`config.mk`:
```
export PLATFORM = sky130hd
export DESIGN_NAME = u_add_wrap_ctrl
export DESIGN_NICKNAME = d
export VERILOG_FILES = /design/src/rtl/u_add_pkg.sv /design/src/rtl/u_add_sat_cnt.sv /design/src/rtl/u_add_wrap_ctrl.sv
export SDC_FILE = /design/constraint.sdc
export NUM_CORES = 1
export LEC_CHECK = 0
export CORE_AREA = 2 2 68 54
export CTS_BUF_LIST = sky130_fd_sc_hd__clkbuf_8
export CTS_CLUSTER_SIZE = 14
export DETAILED_ROUTE_END_ITERATION = 8
export DIE_AREA = 0 0 70 56
export PLACE_DENSITY_LB_ADDON = 0.25
export RECOVER_POWER = 25
export SLEW_MARGIN = 30
export SYNTH_ARGS = -nofsm -noshare
export SYNTH_HDL_FRONTEND = slang
export SYNTH_SLANG_ARGS = --single-unit
```
`constraint.sdc`:
```
create_clock -name clk -period 2.05 [get_ports clk]
set_input_delay 0.205 -clock clk [delete_from_list [all_inputs] [get_ports clk]]
set_output_delay 0.205 -clock clk [all_outputs]
set_load 0.01 [all_outputs]
```
`src/rtl/u_add_pkg.sv`:
```
// Shared types and limits for the wrap-checking adder controller.
package u_add_pkg;
  typedef enum logic [1:0] {
    IDLE = 2'd0,
    EXEC = 2'd1,
    DONE = 2'd2
  } state_t;

  localparam int WIDTH_DEF = 4;
  localparam int LAT_MAX   = 15;
  localparam int CNT_W     = 8;
  localparam int WAIT_W    = $clog2(LAT_MAX + 1);
endpackage

```
`src/rtl/u_add_sat_cnt.sv`:
```
// Saturating up-counter with synchronous clear; clear wins over increment.
module u_add_sat_cnt
  import u_add_pkg::*;
#(
  parameter int W = CNT_W
) (
  input  logic         clk,
  input  logic         rst_n,
  input  logic         i_clr,
  input  logic         i_inc,
  output logic [W-1:0] o_cnt
);
  logic [W-1:0] r_cnt;

  always_ff @(posedge clk or negedge rst_n) begin
    if (!rst_n)
      r_cnt <= '0;
    else if (i_clr)
      r_cnt <= '0;
    else if (i_inc && (r_cnt != '1))
      r_cnt <= r_cnt + 1'b1;
  end

  assign o_cnt = r_cnt;
endmodule

```
`src/rtl/u_add_wrap_ctrl.sv`:
```
// Sequences one add through an external adder and flags lost carry / mismatch.
module u_add_wrap_ctrl
  import u_add_pkg::*;
#(
  parameter int WIDTH = WIDTH_DEF,
  parameter int LAT   = 1
) (
  input  logic              clk,
  input  logic              rst_n,
  input  logic              i_valid,
  output logic              o_ready,
  input  logic [WIDTH-1:0]  i_A,
  input  logic [WIDTH-1:0]  i_B,
  output logic [WIDTH-1:0]  o_A,
  output logic [WIDTH-1:0]  o_B,
  input  logic [WIDTH-1:0]  i_Z,
  output logic              o_valid,
  input  logic              i_ready,
  output logic [WIDTH-1:0]  o_sum,
  output logic              o_wrap,
  output logic              o_err,
  input  logic              i_clr,
  output logic [CNT_W-1:0]  o_wrap_cnt
);
  localparam logic [WAIT_W-1:0] LAT_V = WAIT_W'(LAT);
  localparam logic [WIDTH:0]    MASK  = {1'b0, {WIDTH{1'b1}}};

  state_t            r_state;
  logic              r_ready;
  logic              r_valid;
  logic [WIDTH-1:0]  r_a;
  logic [WIDTH-1:0]  r_b;
  logic [WIDTH-1:0]  r_sum;
  logic              r_wrap;
  logic              r_err;
  logic [WAIT_W-1:0] r_wait;

  logic [WIDTH:0] w_z_ext;
  logic [WIDTH:0] w_a_ext;
  logic [WIDTH:0] w_ab;
  logic           w_wrap;
  logic           w_err;
  logic           w_inc;

  // Compare in WIDTH+1 bits so nothing is truncated before the test.
  assign w_z_ext = {1'b0, i_Z};
  assign w_a_ext = {1'b0, r_a};
  assign w_ab    = {1'b0, r_a} + {1'b0, r_b};
  assign w_wrap  = w_z_ext < w_a_ext;
  assign w_err   = w_z_ext != (w_ab & MASK);

  always_ff @(posedge clk or negedge rst_n) begin
    if (!rst_n) begin
      r_state <= IDLE;
      r_ready <= 1'b0;
      r_valid <= 1'b0;
      r_a     <= '0;
      r_b     <= '0;
      r_sum   <= '0;
      r_wrap  <= 1'b0;
      r_err   <= 1'b0;
      r_wait  <= '0;
    end else begin
      unique case (r_state)
        IDLE: begin
          r_ready <= 1'b1;
          if (i_valid && r_ready) begin
            r_a     <= i_A;
            r_b     <= i_B;
            r_wait  <= LAT_V;
            r_ready <= 1'b0;
            r_state <= EXEC;
          end
        end
        EXEC: begin
          if (r_wait == '0) begin
            r_sum   <= i_Z;
            r_wrap  <= w_wrap;
            r_err   <= w_err;
            r_valid <= 1'b1;
            r_state <= DONE;
          end else begin
            r_wait <= r_wait - 1'b1;
          end
        end
        DONE: begin
          if (r_valid && i_ready) begin
            r_valid <= 1'b0;
            r_ready <= 1'b1;
            r_state <= IDLE;
          end
        end
        default: begin
          r_valid <= 1'b0;
          r_ready <= 1'b0;
          r_state <= IDLE;
        end
      endcase
    end
  end

  assign w_inc = r_valid && i_ready && r_wrap;

  u_add_sat_cnt #(.W(CNT_W)) u_cnt (
    .clk   (clk),
    .rst_n (rst_n),
    .i_clr (i_clr),
    .i_inc (w_inc),
    .o_cnt (o_wrap_cnt)
  );

  assign o_ready = r_ready;
  assign o_valid = r_valid;
  assign o_A     = r_a;
  assign o_B     = r_b;
  assign o_sum   = r_sum;
  assign o_wrap  = r_wrap;
  assign o_err   = r_err;
endmodule

```
[Yosys cells after proc, flatten, opt, wreduce, memory -nomap -nowiden]
Index checks and enable logic that the tools add are counted.
Widths: inputs -> output; s select.
Word-level totals
  flip-flop bits (word level): 30
  latch bits: 0
  bits in writable memories: 0
  memory bits (read-only): 0
  input port bits: 17
  output and inout port bits: 24
  word-level logic and storage cells: 53
  memories: 0
Operators by class
  add/sub/neg operators: 3
  multipliers: 0
  divide/modulo/power cells: 0
  order comparisons: 1
  equal/unequal tests: 8
  shift operators: 0
  mux-type cells: 15
  bitwise logic cells: 2
  reductions and logical operators: 14
Operators with widths (number)
  $mux 8: 2
  $reduce_and 3->1: 3
  $add 8x1->8 const B: 1
  $mux 4: 2
  $ne 2x2->1 const B: 4
  $ne 8x8->1 const B: 1
  $pmux 4 s2: 1
  $mux 2: 3
  $pmux 1 s3: 2
  $pmux 2 s3: 1
  $reduce_and 2->1: 3
  $add 4x4->4: 1
  $logic_and 1x1->1: 4
  $logic_not 4->1: 1
  $lt 4x4->1: 1
  $mux 1: 4
  $ne 4x4->1: 1
  $reduce_bool 2->1: 2
  $sub 4x1->4 const B: 1
  $eq 2x1->1 const B: 1
  $eq 2x2->1 const B: 1
  $logic_not 2->1: 1
  $not 1->1: 2

[Longest topological paths before layout]
  word-level depth: 5
  mapped depth: 7

[By module]
From an unflattened synthesis, not the netlist that was laid out.
Unflattened totals
  cells, all modules: 152
  area total of the unflattened synthesis: 1602.8 um^2
By module, submodules not included
  u_add_wrap_ctrl: times used 1, cells an instance 103, area an instance 1138.6 um^2, seq. area each 550.5 um^2
  u_add_sat_cnt: times used 1, cells an instance 49, area an instance 464.2 um^2, seq. area each 200.2 um^2

[Worst setup path after synthesis]
Ideal clock, no wire load.
  kind: register to register
  start point: reg r_a[0], in the netlist o_A[0]
  end point: reg r_err, in the netlist o_err
  library setup time: 0.123 ns
  data arrival time: 1.549 ns
  required time: 1.927 ns
  slack: 0.378 ns
  stages on the path, launching flop included: 7
  period minus slack after synthesis: 1.672 ns
  path through: dfrtp_1 ha_1 inv_1 fa_1 xnor2_1 nor4_2 o21ai_1
On the way
  cells in the longest elaborated chain, start to end: 2
RTL lines
  from (decl): line u_add_wrap_ctrl.sv:31  | logic [WIDTH-1:0] r_a;
  from (signal assigned): line u_add_wrap_ctrl.sv:68  | r_a <= i_A;
  $add 4x4->4: line u_add_wrap_ctrl.sv:48  | assign w_ab = {1'b0, r_a} + {1'b0, r_b};
  $ne 4x4->1: line u_add_wrap_ctrl.sv:50  | assign w_err = w_z_ext != (w_ab & MASK);
  to (signal assigned): line u_add_wrap_ctrl.sv:79  | r_err <= w_err;
  to (decl): line u_add_wrap_ctrl.sv:35  | logic r_err;
Every way passes these cells.
A chain may end at the register's enable or synchronous reset.

[Final worst setup path]
  start point: reg r_wait[0]
  end point: reg r_sum[1], in the netlist o_sum[1]
On the way
  cells in the longest elaborated chain, start to end: 2
RTL lines
  from (decl): line u_add_wrap_ctrl.sv:36  | logic [WAIT_W-1:0] r_wait;
  from (signal assigned): line u_add_wrap_ctrl.sv:83  | r_wait <= r_wait - 1'b1;
  $logic_not 4->1: line u_add_wrap_ctrl.sv:76  | if (r_wait == '0) begin
  $reduce_and 2->1 (no source line)
  to (signal assigned): line u_add_wrap_ctrl.sv:77  | r_sum <= i_Z;
  to (decl): line u_add_wrap_ctrl.sv:33  | logic [WIDTH-1:0] r_sum;
Every way passes these cells.

==> impl_metrics.ini <==
[timing]
maxSlewViolCount = 0
finClkSkew_ps = 4.59
fmax_mhz = 546
timing_worst_slew_pin_value_ps = 748
worst_relative_slew_slack_pct = 50.1
hold_viol_final = 0
timing.hold.ws_ps = 478
fin_setup_tns_ps = 0
timing.final.crit_period_ps = 1830
min_period_over_period_pct = 89.3
rsz0062_at_grt = no
report.final.setup_viol = 0

[pwr]
comb_power_share_pct = 47.5
vdd_ir_drop_max_uv = 808
power.clock.fraction_pct = 17.2
totalPowerFinal_uw = 2830
power.switching_uw = 1020
power_leakage_uw = 0.000930
p_int_uw = 1810
power_density_mw_per_mm2 = 1350
power_frac_seq_pct = 35.3
swShare_pct = 36.0

[setup_path]
timing.reg2reg.worst_path_depth = 5
worst_setup_sp_type = flip-flop
critical_path.endpoint_type = flip-flop
critPathRequiredTime_ps = 2220
max_stage_delay_ps = 410
critical_path_arrival_ps = 2000
cp_top_family = simple AND/OR/NAND/NOR gates
slowest_stage = sky130_fd_sc_hd__dfrtp_1
setup.reg_to_reg.worst_slack_ps = 220
regToRegStartpoint = r_wait[0]
critical_path_class = reg2reg
critical_path.reg2reg.endpoint = o_sum[1]
cp_cell_sequence = inv_1, ha_1, nor3b_1, nand2b_1, mux2_4
critical_path.max_fanout = 10
critical_path.n_buffers_inverters = 1

[grt]
grt_first_pass_wirelength_mm = 5.53
grtUsageTotal_pct = 18.2
grt_max_degree = 31
grt_antenna_before_repair = 0
global_route.overflow_total = 0
first_global_vias = 1198

[clocking]
cts_made_buffers = 5
clk_pin_slew_ps = 60
clock_sink_count = 30
clock-root-buffer = sky130_fd_sc_hd__clkbuf_8
postCtsHoldBufs = 0
number_of_buffers_inserted_to_repair_setup_after_cts = 0
htreeDepth = 2
clock_latency_ps = 280
cts.path.max_buffers = 2
tritoncts_clock_tree = built
cts_repair_resize_count = 0

[route]
route.antenna.remaining_nets = 0
drtPass1Iterations = 4
detailedRoute.firstIterationViolations = 31
drt_total_wl_mm = 3.27
drcViolationCount = 0
viasPerCell = 5.21
vias = 1203
avgRoutedWirePerCell_um = 14.2

[die]
core-area_sq_mm = 0.00320
die_height_um = 56
die_area_sq_mm = 0.00392
rows = 18
design.portCount = 41
initial_util_pct = 49.0
chipWidth_um = 70

[synthesis]
synth-edff-count = 0
synth_flop_cell = sky130_fd_sc_hd__dfrtp_1
synthDominantCellAreaShare_pct = 47.9
synth_area_per_cell_sq_um = 10.9
ys_warn_count = 0
syn-cell-area_sq_mm = 0.00157
synth.top_cells.by_area = sky130_fd_sc_hd__dfrtp_1 48%, sky130_fd_sc_hd__ha_1 7.2%, sky130_fd_sc_hd__xor2_1 3.9%
postSynth.asyncResetShare_pct = 100
yosys_register_bits = 30
synth.lib_cells_used.distinct = 39
syn-num-nets = 171
synth_seq_area_share_pct = 47.9
netlist_instances = 144
netlist.top_cell.by_area = sky130_fd_sc_hd__dfrtp_1

[finish]
nNetsFinal = 217
final.fill_count = 239
final-instance-count-excl-fill = 231
drive_above_1_share_pct = 12.6
n_antenna_cell = 0
syn_to_final_growth_pct = 34.1

[place]
dp_hpwl_mm = 2.43
finalWeightedCongestion = 0.769
number_of_port_buffers = 40
dp.cells = 223

[outcome]
status = complete, no violations

[job]
number_of_maximum_capacitance_violations = 0

[worst_hold_path]
whs_endpoint = o_B[1]
worst_hold_path.num_cells = 3
hp-class = in2reg
worstHoldStart = i_B[1]
## synthesized netlist by cell type (all sizes together), types with 2 or more instances
cell type / count
nand2b: 3
dfrtp: 30
nor2: 13
inv: 9
xor2: 7
ha: 9
xnor2: 6
o21ai: 7
a211oi: 2
a21oi: 5
nor2b: 2
nand3: 3
mux2i: 2
o21a: 2
nor3: 5
nand2: 15
and3: 2
buf: 3
mux2: 8
## worst min-delay path, delay by kind of cell
kind                   cells  cell delay, ps
AOI/OAI and AO/OA          1              60
buffers and inverters      1             400
and+or+nand+nor            1              50
## logic make-up after synthesis
family          share of synthesized area (%)
compound gates                           9.35
xor+xnor                                 7.27
fa+ha+maj                                8.47
buf+inv                                  3.43
flops                                    47.9
mux                                      7.99
simple gates                             15.6
## cell type report
type	count	area (sq um)	share of cell area (%)
Timing Repair Buffer	42	413	19.7
Clock inverter	2	8.76	0.417
Sequential cell	30	751	35.7
Multi-Input combinational cell	102	762	36.3
Inverter	9	33.8	1.61
Clock buffer	6	82.6	3.93
Tap cell	40	50.0	2.38
## power groups by stage
stage	combinational [uW]	clock (uW)	sequential, uW
final	1350	486	998
after global routing	1480	524	1030
after CTS	1370	496	1000
after detailed placement	1360	0	1010
after global placement	1310	0	998
after floorplan	784	0	1040
## worst max-delay path by stage
stage                     cells past startpoint      start  endpoint  slack (ps)
after floorplan                               6     o_A[0]     o_err         380
after global placement                        5  r_wait[0]  o_sum[2]         360
final                                         5  r_wait[0]  o_sum[1]         220
after CTS                                     5  r_wait[0]  o_sum[1]         200
after detailed placement                      5  r_wait[0]  o_sum[3]         210
after global routing                          5  r_wait[0]  o_sum[1]          60
## layout by cell type (no fill, tap or decap), drive strengths merged, types with 2 or more instances in the layout
cell           synthesis  routed
clkbuf                 0       7
nand2b                 3       3
nor2b                  2       2
nor3                   5       5
ha                     9       9
xor2                   7       7
dfrtp                 30      30
clkdlybuf4s50          0      39
nand3                  3       3
xnor2                  6       6
o21ai                  7       7
and3                   2       2
nand2                 15      15
a21oi                  5       5
inv                    9      10
a211oi                 2       2
mux2i                  2       2
o21a                   2       2
nor2                  13      13
mux2                   8       8
## layer usage
layer | track usage [%] | up-vias | part of all wire, %
met2 | 28.6 | 39 | 45
met5 | 0 | - | 0
li1 | - | 583 | -
met4 | 7.42 | 0 | 1.9
met3 | 6.16 | 9 | 6.9
met1 | 23.2 | 572 | 46
## stage by stage
stage | util (%) | setup WS [ps] | area (sq um)
finish | 65.7 | 219 | 2100
global route | 65.7 | 55.2 | 2100
CTS | 65.8 | 195 | 2100
detailed placement | 62.9 | 214 | 2010
global placement | 62.9 | 356 | 2010
floorplan | - | 378 | 1570
## state kept, by name, summed over array words and instances (netlist names)
signal	flops
r_wait	4
r_state	2
o_err	1
o_ready	1
o_sum	4
o_A	4
o_B	4
o_wrap	1
u_cnt.o_cnt	8
o_valid	1
Power figures use the tool's default switching activity.
